### config.mk
export PLATFORM = sky130hd
export DESIGN_NAME = uart_tx_param
export DESIGN_NICKNAME = d
export VERILOG_FILES = /design/src/rtl/uart_tx_param.sv
export SDC_FILE = /design/constraint.sdc
export NUM_CORES = 1
export LEC_CHECK = 0
export ABC_CLOCK_PERIOD_IN_PS = 3700
export CAP_MARGIN = 20
export CORE_MARGIN = 2
export CORE_UTILIZATION = 55
export DETAILED_ROUTE_END_ITERATION = 10
export DONT_BUFFER_PORTS = 1
export GPL_TIMING_DRIVEN = 0
export MAX_ROUTING_LAYER = met4
export PLACE_DENSITY_LB_ADDON = 0.15
export SYNTH_ARGS = -nofsm -noshare
export SYNTH_HDL_FRONTEND = slang
export SYNTH_SLANG_ARGS = --single-unit
### constraint.sdc
create_clock -name clk -period 3.7 [get_ports clk]
set_input_delay 0.925 -clock clk [delete_from_list [all_inputs] [get_ports clk]]
set_output_delay 0.925 -clock clk [all_outputs]
set_load 0.1 [all_outputs]
### src/rtl/uart_tx_param.sv
// Parameterised UART transmitter with a small TX FIFO.
// Frame: start, DATA_W data bits LSB first, optional parity, one or two stop bits.
module uart_tx_param #(
  parameter int DATA_W     = 8,
  parameter int FIFO_DEPTH = 4,
  parameter int DIV_W      = 16
) (
  input  logic                          clk,
  input  logic                          rst_n,
  input  logic [DIV_W-1:0]              cfg_div,
  input  logic                          cfg_tx_en,
  input  logic [1:0]                    cfg_pari_mode,
  input  logic                          cfg_stop2,
  input  logic [DATA_W-1:0]             s_data,
  input  logic                          s_valid,
  output logic                          s_ready,
  output logic                          rs232_tx,
  output logic                          tx_busy,
  output logic                          int_tx_finish,
  output logic [$clog2(FIFO_DEPTH):0]   fifo_level
);

  localparam int AW  = $clog2(FIFO_DEPTH);
  localparam int LW  = AW + 1;
  localparam int BCW = $clog2(DATA_W);

  typedef enum logic [2:0] {ST_IDLE, ST_START, ST_DATA, ST_PARITY, ST_STOP} state_t;

  logic [DATA_W-1:0] mem [FIFO_DEPTH];

  state_t            state_q, state_d;
  logic [AW-1:0]     wr_ptr_q, wr_ptr_d, rd_ptr_q, rd_ptr_d;
  logic [LW-1:0]     level_q, level_d;
  logic [DATA_W-1:0] shreg_q, shreg_d;
  logic [BCW-1:0]    bit_cnt_q, bit_cnt_d;
  logic [DIV_W-1:0]  baud_cnt_q, baud_cnt_d;
  logic [DIV_W-1:0]  div_q, div_d;
  logic [1:0]        pari_q, pari_d;
  logic              stop2_q, stop2_d;
  logic              par_q, par_d;
  logic              stop_cnt_q, stop_cnt_d;
  logic              tx_q, tx_d;

  logic              push, pop, bit_end, frame_end, start_frame, has_par;
  logic [DATA_W-1:0] head_word;

  assign head_word   = mem[rd_ptr_q];
  assign has_par     = pari_q[0] ^ pari_q[1];
  assign bit_end     = (baud_cnt_q == div_q);
  assign frame_end   = (state_q == ST_STOP) && bit_end && (stop_cnt_q || !stop2_q);
  // A new frame may start from IDLE or directly on the last stop-bit cycle (no gap).
  assign start_frame = ((state_q == ST_IDLE) || frame_end) && cfg_tx_en && (level_q != '0);
  assign push        = s_valid && s_ready;
  assign pop         = start_frame;

  always_ff @(posedge clk) begin
    if (push) mem[wr_ptr_q] <= s_data;
  end

  always_ff @(posedge clk or negedge rst_n) begin
    if (!rst_n) begin
      state_q    <= ST_IDLE;
      wr_ptr_q   <= '0;
      rd_ptr_q   <= '0;
      level_q    <= '0;
      shreg_q    <= '0;
      bit_cnt_q  <= '0;
      baud_cnt_q <= '0;
      div_q      <= '0;
      pari_q     <= '0;
      stop2_q    <= 1'b0;
      par_q      <= 1'b0;
      stop_cnt_q <= 1'b0;
      tx_q       <= 1'b1;
    end else begin
      state_q    <= state_d;
      wr_ptr_q   <= wr_ptr_d;
      rd_ptr_q   <= rd_ptr_d;
      level_q    <= level_d;
      shreg_q    <= shreg_d;
      bit_cnt_q  <= bit_cnt_d;
      baud_cnt_q <= baud_cnt_d;
      div_q      <= div_d;
      pari_q     <= pari_d;
      stop2_q    <= stop2_d;
      par_q      <= par_d;
      stop_cnt_q <= stop_cnt_d;
      tx_q       <= tx_d;
    end
  end

  always_comb begin
    state_d    = state_q;
    wr_ptr_d   = wr_ptr_q;
    rd_ptr_d   = rd_ptr_q;
    level_d    = level_q;
    shreg_d    = shreg_q;
    bit_cnt_d  = bit_cnt_q;
    baud_cnt_d = baud_cnt_q;
    div_d      = div_q;
    pari_d     = pari_q;
    stop2_d    = stop2_q;
    par_d      = par_q;
    stop_cnt_d = stop_cnt_q;
    tx_d       = tx_q;

    if (push) wr_ptr_d = wr_ptr_q + AW'(1);
    if (pop)  rd_ptr_d = rd_ptr_q + AW'(1);
    case ({push, pop})
      2'b10:   level_d = level_q + LW'(1);
      2'b01:   level_d = level_q - LW'(1);
      default: level_d = level_q;
    endcase

    if (state_q != ST_IDLE) baud_cnt_d = bit_end ? '0 : baud_cnt_q + DIV_W'(1);

    if (bit_end) begin
      case (state_q)
        ST_START: begin
          state_d   = ST_DATA;
          tx_d      = shreg_q[0];
          shreg_d   = shreg_q >> 1;
          bit_cnt_d = '0;
        end
        ST_DATA: begin
          if (bit_cnt_q == BCW'(DATA_W - 1)) begin
            state_d    = has_par ? ST_PARITY : ST_STOP;
            tx_d       = has_par ? par_q : 1'b1;
            stop_cnt_d = 1'b0;
          end else begin
            bit_cnt_d = bit_cnt_q + BCW'(1);
            tx_d      = shreg_q[0];
            shreg_d   = shreg_q >> 1;
          end
        end
        ST_PARITY: begin
          state_d    = ST_STOP;
          tx_d       = 1'b1;
          stop_cnt_d = 1'b0;
        end
        ST_STOP: begin
          if (frame_end) begin
            state_d = ST_IDLE;
            tx_d    = 1'b1;
          end else begin
            stop_cnt_d = 1'b1;
          end
        end
        default: ;
      endcase
    end

    // Frame configuration is captured only here, so mid-frame changes wait for the next frame.
    if (start_frame) begin
      state_d    = ST_START;
      tx_d       = 1'b0;
      baud_cnt_d = '0;
      div_d      = cfg_div;
      pari_d     = cfg_pari_mode;
      stop2_d    = cfg_stop2;
      shreg_d    = head_word;
      par_d      = (cfg_pari_mode == 2'b01) ? ~^head_word : ^head_word;
    end
  end

  always_comb begin
    s_ready       = (level_q != LW'(FIFO_DEPTH));
    tx_busy       = (state_q != ST_IDLE);
    int_tx_finish = frame_end;
  end

  assign rs232_tx   = tx_q;
  assign fifo_level = level_q;

endmodule

Word-level counts from Yosys, hierarchy flattened. Memories as Yosys holds them, arrays and structs flattened. Index checks and enable logic that the tools add are counted.

Memory bits (writable): 32. Output and inout port bits: 7. Memories: 1. Flip-flop bits (word level): 59. Input port bits: 31.

Muxes and demuxes: 28. Bitwise operators: 1. Add/sub/neg operators: 6. Equal/unequal tests: 16. Reduce and logical (&&, ||, !) cells: 25.

Memories: mem (words 4, bits a word 8, rd ports 1, clocked after memory_dff 0, write ports 1, RTL line 29) `logic [DATA_W-1:0] mem [FIFO_DEPTH];`.

Operator list (number): 16-bit 2-to-1 mux (3); 8-bit 2-to-1 mux (3); 3-bit 2-to-1 mux (6); 16-bit by 1-bit adder with 16-bit output, second input constant (1); 16-bit == test (1); 8-bit case mux with 2 select lines (1); 3-bit != test, second input constant (4); 3-bit case mux with 2 select lines (2); 3-bit case mux with 4 select lines (1); 3-bit nonzero test (4); 1-bit 2-to-1 mux (10); 3-bit AND reduction (3); 4-bit AND reduction (2); 2-bit nonzero test (4); 8-bit XNOR reduction (1); 8-bit XOR reduction (1); 3-bit by 1-bit adder with 3-bit output, second input constant (2); 3-bit by 2-bit == test with 1-bit output, second input constant (2); 3-bit == test, second input constant (2); 2-bit != test, second input constant (3); 1-bit logical AND (5); 5-bit nonzero test (1); 2-bit by 1-bit adder with 2-bit output, second input constant (2); 2-bit by 1-bit == test with 1-bit output, second input constant (2); other kinds (9) (10).

Logic depth before layout (Yosys ltp).
Word-level depth: 8. Gate-level depth with buffers: 13.

Least setup slack after synthesis. Ideal clock, no wire load.

Path type: reg2reg. Start point: register level_q[2], in the netlist fifo_level[2]. End point: register level_q[2], in the netlist fifo_level[2]. Data required time: 3537 ps. Path buffers: 0. Arrival time: 3472 ps. Path slack: 65 ps. Cell stages (with the launch flop): 10. Cells stage by stage: dfrtp_1 nand3_1 and2_1 inv_1 ha_1 inv_1 fa_1 xor2_1 nor2_1 xor2_1.

Longest elaborated chain between the ends: 4. Elaborated cells on any way between the ends: 10. Those cells by class: 2 x add/sub; 3 x eq/ne; 1 x mux; 4 x reduce/logical.

Ends and longest elaborated chain: start: declaration (RTL line 33) `logic [LW-1:0] level_q, level_d;`; start signal: assignment (RTL line 79) `level_q <= level_d;`; 3-bit != test * (RTL line 167) `s_ready = (level_q != LW'(FIFO_DEPTH));`; named net s_ready (RTL line 16) `output logic s_ready,`; 1-bit logical AND * (RTL line 53) `assign push = s_valid && s_ready;`; 2-bit by 1-bit == test with 1-bit output / 2-bit == test (equally long branches) (RTL line 109) `case ({push, pop})`; 3-bit case mux with 2 select lines / 2-bit nonzero test (equally long branches).

The timed path passes the listed nets; every way through them passes the cells marked *. A chain may end at the register's enable or synchronous reset.

Final worst setup path.
Start point: register baud_cnt_q[2]. End point: output port int_tx_finish.

Longest elaborated chain between the ends: 3.

Ends and longest elaborated chain: start: declaration (RTL line 36) `logic [DIV_W-1:0] baud_cnt_q, baud_cnt_d;`; start signal: assignment (RTL line 82) `baud_cnt_q <= baud_cnt_d;`; 16-bit == test (RTL line 49) `assign bit_end = (baud_cnt_q == div_q);`; 1-bit logical AND (2 in a row) (RTL line 50) `assign frame_end = (state_q == ST_STOP) && bit_end && (stop_cnt_q || !stop2_q);`; end: declaration (RTL line 19) `output logic int_tx_finish,`.

No other way between the ends.

==> flow_metrics.env <==
export IMPL_outcome="completed"
export IMPL_intPower_uw=1510
export IMPL_root_buffer="clkbuf_8"
export IMPL_critical_path_required_ns=2.77
export IMPL_num_vias=2510
export IMPL_first_global_vias=2533
export IMPL_synthAdderAreaFrac_pct=2.83
export IMPL_grt_pass1_wl_mm=12.6
export IMPL_hold_buffers=0
export IMPL_worstPathCellList="xor2_1 -> nor4_1 -> nand4_1 -> buf_4 -> clkbuf_1 -> nor2_4"
export IMPL_wl_per_cell_um=17.0
export IMPL_final_nets=381
export IMPL_fin_cells=448
export IMPL_place_hpwl_mm=5.34
export IMPL_drc=0
export IMPL_fp_row_count=32
export IMPL_ctsHtreeMaxLevel=3
export IMPL_swShare_pct=32.9
export IMPL_pin_count=38
export IMPL_hold_path_class="in2async"
export IMPL_crit_family="simple AND/OR/NAND/NOR gates"
export IMPL_rsz0062_at_grt="no"
export IMPL_power_density_mw_per_mm2=491
export IMPL_p_switching_uw=742
export IMPL_slowest_delay_ns=0.54
export IMPL_setup_violations_final=0
export IMPL_grt_ovfl_total=0
export IMPL_area_growth_pct=7.95
export IMPL_fin_crit_sh_pct=92.8
export IMPL_rr_startpoint="fifo_level[2]"
export IMPL_synthFlopType="dfrtp_1"
export IMPL_drtIter0Drc=156
export IMPL_relSlewSlack_pct=34.3
export IMPL_p_leak_uw=0.00204
export IMPL_fmaxAchievable_mhz=291
export IMPL_antenna_cells=0
export IMPL_startpoint_type="register"
export IMPL_cp_slowest_cell="nor2_4"
export IMPL_clock_skew_final_ns=0.00870
export IMPL_arrival_ns=2.51
export IMPL_drt_wl_total_mm=7.63
export IMPL_worstSetupEndpointType="primary output"
export IMPL_rr_worst_depth=9
export IMPL_layout_drive_gt1_share_pct=12.4
export IMPL_syn_nets=369
export IMPL_first_pass_iters=4
export IMPL_syn_cell_area_mm2=0.00425
export IMPL_crit_fanout=10
export IMPL_power_frac_clock_pct=28.8
export IMPL_dieWidth_um=91.9
export IMPL_yosysUniqueCellTypes=50
export IMPL_cts_tree="built"
export IMPL_die_area_mm2=0.00844
export IMPL_clk_pin_slew_worst_paths_ns=0.10
export IMPL_cts_buffer_depth=2
export IMPL_synth_seq_cells=91
export IMPL_synth_cells=329
export IMPL_path_buf_inv=2
export IMPL_synth_mux_area_share_pct=11.2
export IMPL_start_util_pct=55.9
export IMPL_synth_top_family_by_area="multiplexers"
export IMPL_maxSlewViolCount=0
export IMPL_async_reset_ff_share_pct=64.8
export IMPL_synth_compound_area_share_pct=6.04
export IMPL_final_antenna_net_count=0
export IMPL_core_mm2=0.00761
export IMPL_synth_simple_area_share_pct=10.2
export IMPL_rr_endpoint="fifo_level[2]"
export IMPL_detail_route_vias_per_cell=5.60
export IMPL_share_seq_of_total_power_pct=58.5
export IMPL_cts_buffers=9
export IMPL_cap_viol_max_count=0
export IMPL_path_class="reg2out"
export IMPL_hold_worst_slack_ns=0.241
export IMPL_synth_xor_area_share_pct=9.07
export IMPL_reg2reg_slack_ns=0.34
export IMPL_hold_viol=0
export IMPL_synth_edf_count=32
export IMPL_fp_dieH_um=91.9
export IMPL_grt_usage_pct=20.2
export IMPL_place_congestion=0.820
export IMPL_grt_max_degree=60
export IMPL_io_buffers=0
export IMPL_yosysSeqAreaShare_pct=57.4
export IMPL_peakVddDrop_mv=0.566
export IMPL_max_slew_worst_pin_slew_ns=0.986
export IMPL_final_util_pct=60.3
export IMPL_grt_antenna_before_repair=0
export IMPL_power_frac_comb_pct=12.7
export IMPL_post_route_min_period_ns=3.43
export IMPL_dpl_cell_count=431
export IMPL_syn_area_per_cell_um2=12.9
export IMPL_ys_warn_count=0
export IMPL_clkLatencyLatePin_ns=0.36
export IMPL_cts_sinks=91
-- worst reg2reg max path: cells and delay by family, from the launching register on --
| family | cells | cell delay [ns] |
|---|---|---|
| buffers and inverters | 2 | 0.13 |
| AND/OR/NAND/NOR | 3 | 1.31 |
| flip-flops | 1 | 1.00 |
| XOR/XNOR | 2 | 0.30 |
| adder cells (fa/ha/maj) | 2 | 0.55 |
-- stage by stage --
stage	setup TNS (ns)	setup WS [ns]	power, uW	area, um^2
after floorplan	0	0.0649	1550	4250
after global placement	-0.456	-0.265	1610	4380
after detailed placement	-0.255	-0.233	1620	4380
after CTS	0	0.0520	2270	4580
after global routing	0	0.0439	2350	4590
final	0	0.265	2250	4590
-- layer usage --
layer	vias up	share of wire, %	global-route usage, %
li1	1190	-	-
met1	1269	47	27.5
met2	39	47	29.9
met3	12	4.0	5.01
met4	0	1.4	7.09
met5	-	0	-
-- state kept, by name (all words and copies together), names as in the netlist --
name / cells
baud_cnt_q: 16
pari_q: 2
fifo_level: 3
div_q: 16
rd_ptr_q: 2
bit_cnt_q: 3
stop_cnt_q: 1
stop2_q: 1
rs232_tx: 1
state_q: 3
par_q: 1
wr_ptr_q: 2
mem: 32
shreg_q: 8
-- cell usage in the layout, fill, tap and decap left out, types with 3 or more instances in the layout --
cell       n
buf_6      3
mux2i_1    8
edfxtp_1  32
xor2_1    29
xnor2_1   15
nor3_1     4
dfrtp_1   58
ha_1       8
clkbuf_8   9
clkbuf_1   4
nand2b_1   5
buf_4      3
nand3_1   14
mux4_2     8
o21ai_0   15
inv_6      4
nor2_1    23
or3_1      4
inv_1     13
nor4_1     4
nand2_1   15
mux2_1    17
a21oi_1    3
and3_1     7
-- power groups by stage --
stage | logic, uW | registers [uW] | clock network (uW)
global placement | 275 | 1330 | 0
CTS | 288 | 1320 | 666
finish | 286 | 1320 | 650
floorplan | 231 | 1320 | 0
global route | 318 | 1330 | 711
detailed placement | 285 | 1340 | 0
-- synth_stat cells, types with 2 or more instances --
cell / count / area, um^2
dfrtp_1: 58 / 1450
edfxtp_1: 32 / 961
xor2_1: 29 / 254
nor2_1: 24 / 90.1
mux2_1: 17 / 191
nand2_1: 15 / 56.3
nand3_1: 15 / 75.1
o21ai_0: 15 / 75.1
xnor2_1: 15 / 131
inv_1: 13 / 48.8
ha_1: 8 / 100
mux2i_1: 8 / 80.1
mux4_2: 8 / 180
and3_1: 7 / 43.8
nand2b_1: 5 / 31.3
clkbuf_1: 4 / 15.0
nor3_1: 4 / 20.0
nor4_1: 4 / 25.0
or3_1: 4 / 25.0
a21oi_1: 3 / 15.0
buf_6: 3 / 33.8
a221o_1: 2 / 20.0
and2_1: 2 / 12.5
buf_2: 2 / 10.0
buf_4: 2 / 15.0
clkbuf_2: 2 / 10.0
nor2b_1: 2 / 12.5
nor3b_1: 2 / 15.0
o22a_1: 2 / 17.5
o32a_1: 2 / 20.0
-- kinds of logic after synthesis --
group,Yosys count
compound gates,36
xor+xnor,44
fa+ha+maj,9
buf+inv,27
flops,91
mux,35
simple gates,87
-- layout make-up --
cell class | instances | area, um^2
well taps | 102 | 128
flip-flops and latches | 91 | 2440
inverters | 14 | 55.1
clock buffers | 9 | 124
fillers | 617 | 3020
multi-input cells | 211 | 1690
repair buffers | 1 | 7.51
clock inverters | 7 | 63.8
plain buffers | 13 | 83.8
-- worst max path at each step --
| stage | from | to | slack (ns) | depth (start not counted) |
|---|---|---|---|---|
| finish | baud_cnt_q[2] | int_tx_finish | 0.27 | 6 |
| detailed placement | state_q[0] | fifo_level[2] | -0.23 | 13 |
| global route | state_q[1] | fifo_level[2] | 0.04 | 13 |
| floorplan | fifo_level[2] | fifo_level[2] | 0.06 | 9 |
| CTS | baud_cnt_q[2] | int_tx_finish | 0.05 | 5 |
| global placement | baud_cnt_q[2] | int_tx_finish | -0.27 | 5 |
-- what timing repair did --
action | CTS | global route
gates resized for setup | 3 | 1
setup endpoints to repair | 3 | 2
setup buffers | 0 | 1
pin swaps | 0 | 2
Note: power is estimated with default switching activity, not from simulation.
